### config.mk
export PLATFORM = sky130hd
export DESIGN_NAME = amiga_cp_master
export DESIGN_NICKNAME = d
export VERILOG_FILES = /design/src/rtl/amiga_cp_master.sv
export SDC_FILE = /design/constraint.sdc
export NUM_CORES = 1
export LEC_CHECK = 0
export ABC_AREA = 1
export ABC_CLOCK_PERIOD_IN_PS = 4500
export CAP_MARGIN = 15
export CORE_ASPECT_RATIO = 0.8
export CORE_MARGIN = 10
export CORE_UTILIZATION = 29
export DETAILED_ROUTE_END_ITERATION = 12
export SYNTH_ARGS = -nofsm -noshare
export SYNTH_HDL_FRONTEND = slang
export SYNTH_SLANG_ARGS = --single-unit
### constraint.sdc
create_clock -name clk -period 4.5 [get_ports clk]
set_clock_uncertainty 0.05 [all_clocks]
set_input_delay 0.45 -clock clk [delete_from_list [all_inputs] [get_ports clk]]
set_output_delay 0.45 -clock clk [all_outputs]
set_load 0.05 [all_outputs]
### src/rtl/amiga_cp_master.sv
// Clockport bus-cycle master: turns a req/ack command into a full clockport access
// (address, CS_n, IORD_n/IOWR_n, write data drive, read capture) with parameterised
// setup/hold/recovery and a per-access strobe wait-state count.
// Optional feature macro: CP_INT6_LATCH_EN (sticky, clearable INT6 latch; otherwise
// irq is a synchronised level copy of the inverted INT6 line).
module amiga_cp_master #(
   parameter int unsigned ADDR_W      = 2,
   parameter int unsigned DATA_W      = 8,
   parameter int unsigned WAIT_W      = 2,
   parameter int unsigned SETUP_CYC   = 1,
   parameter int unsigned HOLD_CYC    = 1,
   parameter int unsigned RECOVER_CYC = 1,
   parameter int unsigned RESET_CYC   = 16
) (
   input  logic              clk,
   input  logic              rst,
   input  logic              req,
   input  logic              rnw,
   input  logic [ADDR_W-1:0] addr,
   input  logic [DATA_W-1:0] wdata,
   input  logic [WAIT_W-1:0] wait_states,
   output logic              ack,
   output logic [DATA_W-1:0] rdata,
   output logic              busy,
   output logic [ADDR_W-1:0] cp_a,
   output logic [DATA_W-1:0] cp_d_out,
   output logic              cp_d_oe,
   input  logic [DATA_W-1:0] cp_d_in,
   output logic              cp_cs_n,
   output logic              cp_iord_n,
   output logic              cp_iowr_n,
   output logic              cp_reset_n,
   input  logic              cp_int6_n,
   input  logic              irq_clr,
   output logic              irq
);

   // One shared phase counter; sized so the longest phase (reset hold or the maximum
   // strobe of 2^WAIT_W cycles) never wraps.
   localparam int unsigned StbMax = 32'd1 << WAIT_W;
   localparam int unsigned MaxAB  = (RESET_CYC > StbMax) ? RESET_CYC : StbMax;
   localparam int unsigned MaxCD  = (SETUP_CYC > HOLD_CYC) ? SETUP_CYC : HOLD_CYC;
   localparam int unsigned MaxE   = (MaxCD > RECOVER_CYC) ? MaxCD : RECOVER_CYC;
   localparam int unsigned CntMax = (MaxAB > MaxE) ? MaxAB : MaxE;
   localparam int unsigned CntW   = $clog2(CntMax + 1);

   typedef enum logic [2:0] {
      StRstHold,
      StIdle,
      StSetup,
      StStrobe,
      StHold,
      StRecover
   } state_e;

   state_e            state_q, state_d;
   logic [CntW-1:0]   cnt_q, cnt_d;
   logic              rnw_q, rnw_d;
   logic [WAIT_W-1:0] ws_q, ws_d;
   logic              cs_n_q, cs_n_d;
   logic              iord_n_q, iord_n_d;
   logic              iowr_n_q, iowr_n_d;
   logic              d_oe_q, d_oe_d;
   logic [ADDR_W-1:0] a_q, a_d;
   logic [DATA_W-1:0] d_out_q, d_out_d;
   logic [DATA_W-1:0] rdata_q, rdata_d;
   logic              ack_q, ack_d;
   logic              busy_q, busy_d;
   logic              reset_n_q, reset_n_d;

   // Next-state and next-output logic; outputs are registered together with the state so
   // state_q always describes what the pins currently show.
   always_comb begin
      state_d   = state_q;
      cnt_d     = cnt_q;
      rnw_d     = rnw_q;
      ws_d      = ws_q;
      cs_n_d    = cs_n_q;
      iord_n_d  = iord_n_q;
      iowr_n_d  = iowr_n_q;
      d_oe_d    = d_oe_q;
      a_d       = a_q;
      d_out_d   = d_out_q;
      rdata_d   = rdata_q;
      ack_d     = 1'b0;
      busy_d    = busy_q;
      reset_n_d = reset_n_q;

      case (state_q)
         StRstHold: begin
            if (cnt_q == CntW'(RESET_CYC - 1)) begin
               reset_n_d = 1'b1;
               busy_d    = 1'b0;
               cnt_d     = '0;
               state_d   = StIdle;
            end else begin
               cnt_d = cnt_q + CntW'(1);
            end
         end
         StIdle: begin
            if (req) begin
               rnw_d   = rnw;
               ws_d    = wait_states;
               a_d     = addr;
               cs_n_d  = 1'b0;
               busy_d  = 1'b1;
               d_oe_d  = ~rnw;
               // Reads leave the last written value on cp_d_out.
               d_out_d = rnw ? d_out_q : wdata;
               cnt_d   = '0;
               state_d = StSetup;
            end
         end
         StSetup: begin
            if (cnt_q == CntW'(SETUP_CYC - 1)) begin
               iord_n_d = ~rnw_q;
               iowr_n_d = rnw_q;
               cnt_d    = '0;
               state_d  = StStrobe;
            end else begin
               cnt_d = cnt_q + CntW'(1);
            end
         end
         StStrobe: begin
            if (cnt_q == CntW'(ws_q)) begin
               iord_n_d = 1'b1;
               iowr_n_d = 1'b1;
               // Capture on the edge that releases the read strobe.
               if (rnw_q) begin
                  rdata_d = cp_d_in;
               end
               cnt_d   = '0;
               state_d = StHold;
            end else begin
               cnt_d = cnt_q + CntW'(1);
            end
         end
         StHold: begin
            if (cnt_q == CntW'(HOLD_CYC - 1)) begin
               cs_n_d = 1'b1;
               d_oe_d = 1'b0;
               ack_d  = 1'b1;
               cnt_d  = '0;
               // The ack cycle counts as the first recovery cycle.
               if (RECOVER_CYC == 0) begin
                  busy_d  = 1'b0;
                  state_d = StIdle;
               end else begin
                  state_d = StRecover;
               end
            end else begin
               cnt_d = cnt_q + CntW'(1);
            end
         end
         StRecover: begin
            if (cnt_q == CntW'(RECOVER_CYC - 1)) begin
               busy_d  = 1'b0;
               cnt_d   = '0;
               state_d = StIdle;
            end else begin
               cnt_d = cnt_q + CntW'(1);
            end
         end
         default: begin
            state_d = StRstHold;
            cnt_d   = '0;
         end
      endcase
   end

   // State and registered outputs; rst forces the bus idle and restarts the reset hold.
   always_ff @(posedge clk) begin
      if (rst) begin
         state_q   <= StRstHold;
         cnt_q     <= '0;
         rnw_q     <= 1'b0;
         ws_q      <= '0;
         cs_n_q    <= 1'b1;
         iord_n_q  <= 1'b1;
         iowr_n_q  <= 1'b1;
         d_oe_q    <= 1'b0;
         a_q       <= '0;
         d_out_q   <= '0;
         rdata_q   <= '0;
         ack_q     <= 1'b0;
         busy_q    <= 1'b1;
         reset_n_q <= 1'b0;
      end else begin
         state_q   <= state_d;
         cnt_q     <= cnt_d;
         rnw_q     <= rnw_d;
         ws_q      <= ws_d;
         cs_n_q    <= cs_n_d;
         iord_n_q  <= iord_n_d;
         iowr_n_q  <= iowr_n_d;
         d_oe_q    <= d_oe_d;
         a_q       <= a_d;
         d_out_q   <= d_out_d;
         rdata_q   <= rdata_d;
         ack_q     <= ack_d;
         busy_q    <= busy_d;
         reset_n_q <= reset_n_d;
      end
   end

   assign cp_cs_n    = cs_n_q;
   assign cp_iord_n  = iord_n_q;
   assign cp_iowr_n  = iowr_n_q;
   assign cp_d_oe    = d_oe_q;
   assign cp_a       = a_q;
   assign cp_d_out   = d_out_q;
   assign rdata      = rdata_q;
   assign ack        = ack_q;
   assign busy       = busy_q;
   assign cp_reset_n = reset_n_q;

   // INT6 path: two-flop synchroniser, then either a sticky latch or a level copy.
   logic int_s1_q, int_s2_q;
   logic irq_q, irq_d;

`ifdef CP_INT6_LATCH_EN
   logic int_s3_q;

   // Sticky irq: a synchronised falling edge sets it and beats a same-cycle clear.
   always_comb begin
      irq_d = irq_q;
      if (int_s3_q && !int_s2_q) begin
         irq_d = 1'b1;
      end else if (irq_clr) begin
         irq_d = 1'b0;
      end
   end

   // Synchroniser plus edge-detect history flop.
   always_ff @(posedge clk) begin
      if (rst) begin
         int_s1_q <= 1'b1;
         int_s2_q <= 1'b1;
         int_s3_q <= 1'b1;
         irq_q    <= 1'b0;
      end else begin
         int_s1_q <= cp_int6_n;
         int_s2_q <= int_s1_q;
         int_s3_q <= int_s2_q;
         irq_q    <= irq_d;
      end
   end
`else
   logic unused_irq_clr;
   assign unused_irq_clr = irq_clr;

   // Level pass-through of the synchronised, inverted INT6 line.
   always_comb begin
      irq_d = ~int_s2_q;
   end

   // Synchroniser and registered irq.
   always_ff @(posedge clk) begin
      if (rst) begin
         int_s1_q <= 1'b1;
         int_s2_q <= 1'b1;
         irq_q    <= 1'b0;
      end else begin
         int_s1_q <= cp_int6_n;
         int_s2_q <= int_s1_q;
         irq_q    <= irq_d;
      end
   end
`endif

   assign irq = irq_q;

endmodule

==> reports/metrics.csv <==
stage,metric,value,unit
placement,dp_hpwl,3320,um
placement,io_buffers,50,
power,netSwitchingFraction,38.8,%
clock_network,clockBufferDepth,2,
global_route,overflow,0,
yosys,synth_common_cells,"57 x nor2_1, 42 x nand2_1, 39 x dfxtp_1, 26 x inv_1, 25 x o21ai_0",
yosys,synth_cells,237,
route,drtPass1Iterations,4,
finish,stdcell_count,368,
route,vias_per_cell,4.30,
route,wl,4410,um
worst_setup_path,reg2reg_to,state_q[1],
worst_setup_path,cp-start-kind,flop,
worst_setup_path,path_cells,clkdlybuf4s50_1,
route,wl_per_cell,12.0,um
floorplan,die-area,9230,um^2
power,p_sw,0.440,mW
yosys,netlist_top_cells_area,"dfxtp_1 47%, nor2_1 13%, nand2_1 9.4%",
sta,rsz0062_at_grt,no,
placement,dp.cells,361,
floorplan,core,5530,um^2
global_route,grt_max_degree,28,
power,power_frac_comb,36.6,%
sta,finalSetupTns,0,ns
global_route,antenna_found_initial,0,
sta,setup_viol,0,
floorplan,die_width,105,um
yosys,syn_area,1670,um^2
yosys,avgSynthCellArea,7.06,um^2
yosys,synth_fp_nets,267,
worst_setup_path,crit_type,reg2out,
worst_setup_path,worstPathArrival,1.47,ns
worst_hold_path,hold_class,reg2reg,
worst_setup_path,cp.required,4.00,ns
worst_setup_path,crit_path_end,cp_cs_n,
global_route,grt_pass1_vias,1590,
clock_network,numCtsBuffers,5,
sta,finalMaxSlewViolations,0,
finish,regArea,781,um^2
finish,post-route-util,42.8,%
clock_network,cts_resized,0,
power,p_clk_share,25.5,%
yosys,synth_top_area_share,46.6,%
run_status,outcome,"complete, no violations",
yosys,synthArstFlopShare,0,%
route,ant_nets,0,
sta,fin_crit,1.97,ns
clock_network,root_buffer,clkbuf_8,
finish,layout.nets,320,
worst_setup_path,r2r_cells,12,
finish,area_growth,41.1,%
sta,maxSlewHeadroom,52.0,%
worst_setup_path,endpoint_kind,output port,
global_route,grt_pass1_wl,7400,um
yosys,synth_top_area_cell,dfxtp_1,
yosys,synth_edf_count,0,
worst_setup_path,r2r-start,cnt_q[0],
floorplan,die_height,88.0,um
finish,layout-drive-gt1-share,6.21,%
clock_network,hold_buffers,0,
floorplan,initial_core_util,30.3,%
yosys,ys_seq_elements,39,
yosys,yosysWarnings,0,
job,cap_violations,0,
clock_network,cts.reportedPaths.clkPinSlew,0.08,ns
yosys,ys_types,18,
power,powerDensity,480,nW/um^2
floorplan,rows,24,
yosys,yosysSeqAreaShare,46.6,%
clock_network,post_cts_buffers,0,
sta,fin_crit_sh,43.8,%
yosys,ys.flop_type,dfxtp_1,
finish,nFillCells,601,
clock_network,insertion_delay,0.30,ns
power,internal_power,0.693,mW
power,ir_worst_vdd,0.167,mV
route,drtIter0Drc,55,
clock_network,cts_tree,yes,
worst_setup_path,r2r_setup_slack,2.72,ns
placement,routabilityCongestion,0.849,
route,drc,0,
worst_setup_path,critPathTopFamily,buffers and inverters,
sta,fmax,507,MHz
sta,tightestPinTransition,0.720,ns
worst_setup_path,crit_slowest_cell,clkdlybuf4s50_1,
worst_setup_path,cp.depth,1,
worst_setup_path,crit_path_max_incr_delay,0.83,ns
yosys,yosysMostFrequentCell,nor2_1,
worst_setup_path,worstPathMaxFanout,2,
finish,antenna_cells,0,
worst_setup_path,worst-path-buf-inv,1,
clock_network,clock_sink_count,39,
route,vias,1581,
floorplan,io_pins,52,
global_route,gr-usage-all-layers,9.93,%
power,p_leak,1.03,nW
power,p_seq_share,37.8,%
sta,hold_viol,0,
clock_network,htreeDepth,2,
worst_setup_path,timing.critical_path.from,cp_cs_n,
finish,multi_input_area,761,um^2
-- stage by stage --
stage               worst slack, ns  hold slack (ns)  power [mW]  cell area (um^2)
floorplan                      2.97            0.313       0.723              1670
global placement               2.20            0.330       0.851              2260
detailed placement             2.17            0.328       0.851              2260
CTS                            2.48            0.352        1.15              2360
global route                   2.27            0.385        1.21              2360
finish                         2.53            0.348        1.13              2360
-- cell families after synthesis --
group / synth area share (%)
buffers and inverters: 7.92
DFF: 46.6
xor gates and xnor gates: 0.523
and+or+nand+nor: 30.7
AOI/OAI and AO/OA: 11.2
adders and majority gates: 2.99
-- metal layers --
metal  vias up  routed length (um)  track usage [%]
met5         -                   0                0
met4         0                  66             4.23
met3         7                 487             5.72
met2        48                1880             15.7
met1       680                1980             10.8
li1        846                   -                -
-- placed cells by master, fill, tap and decap left out --
cell / instances
clkdlybuf4s50_1: 50
nand3_1: 14
bufinv_16: 1
clkinvlp_4: 1
a21oi_1: 11
ha_1: 4
o21ai_0: 25
nor2_2: 1
a211oi_1: 1
dfxtp_1: 39
or2_2: 2
inv_1: 26
nor3_4: 2
inv_2: 5
nand2_1: 42
nor2_4: 1
xor2_1: 1
clkbuf_8: 5
nor2_1: 57
nor3_1: 2
-- worst min path at each step --
stage	startpoint	to	slack, ns	depth (start not counted)
2_1_floorplan	int_s2_q	irq	0.31	1
4_1_cts	int_s2_q	irq	0.35	1
6_report	int_s2_q	irq	0.35	1
5_1_grt	int_s2_q	irq	0.38	1
3_5_place_dp	int_s2_q	irq	0.33	1
3_3_place_gp	int_s2_q	irq	0.33	1
-- registers in the layout, indices dropped and copies added (netlist names), 2 cells and up --
| register | count |
|---|---|
| ws_q | 2 |
| cp_d_out | 8 |
| rdata | 8 |
| state_q | 3 |
| cnt_q | 5 |
| cp_a | 2 |
-- power groups by stage --
| stage | Clock, mW | Combinational [mW] | Sequential, mW |
|---|---|---|---|
| 3_3_place_gp | 0 | 0.415 | 0.436 |
| 4_1_cts | 0.300 | 0.417 | 0.429 |
| 3_5_place_dp | 0 | 0.414 | 0.437 |
| 5_1_grt | 0.313 | 0.461 | 0.437 |
| 2_1_floorplan | 0 | 0.201 | 0.522 |
| 6_report | 0.290 | 0.415 | 0.429 |
-- cell type report --
cell class              count  share of cell area (%)
repair buffers             50                    21.2
multi-input cells         163                    32.2
clock buffers               5                    2.91
flip-flops and latches     39                    33.1
inverters                  31                    4.93
well taps                  78                    4.13
clock inverters             2                    1.59
(Power assumes the default switching activity.)
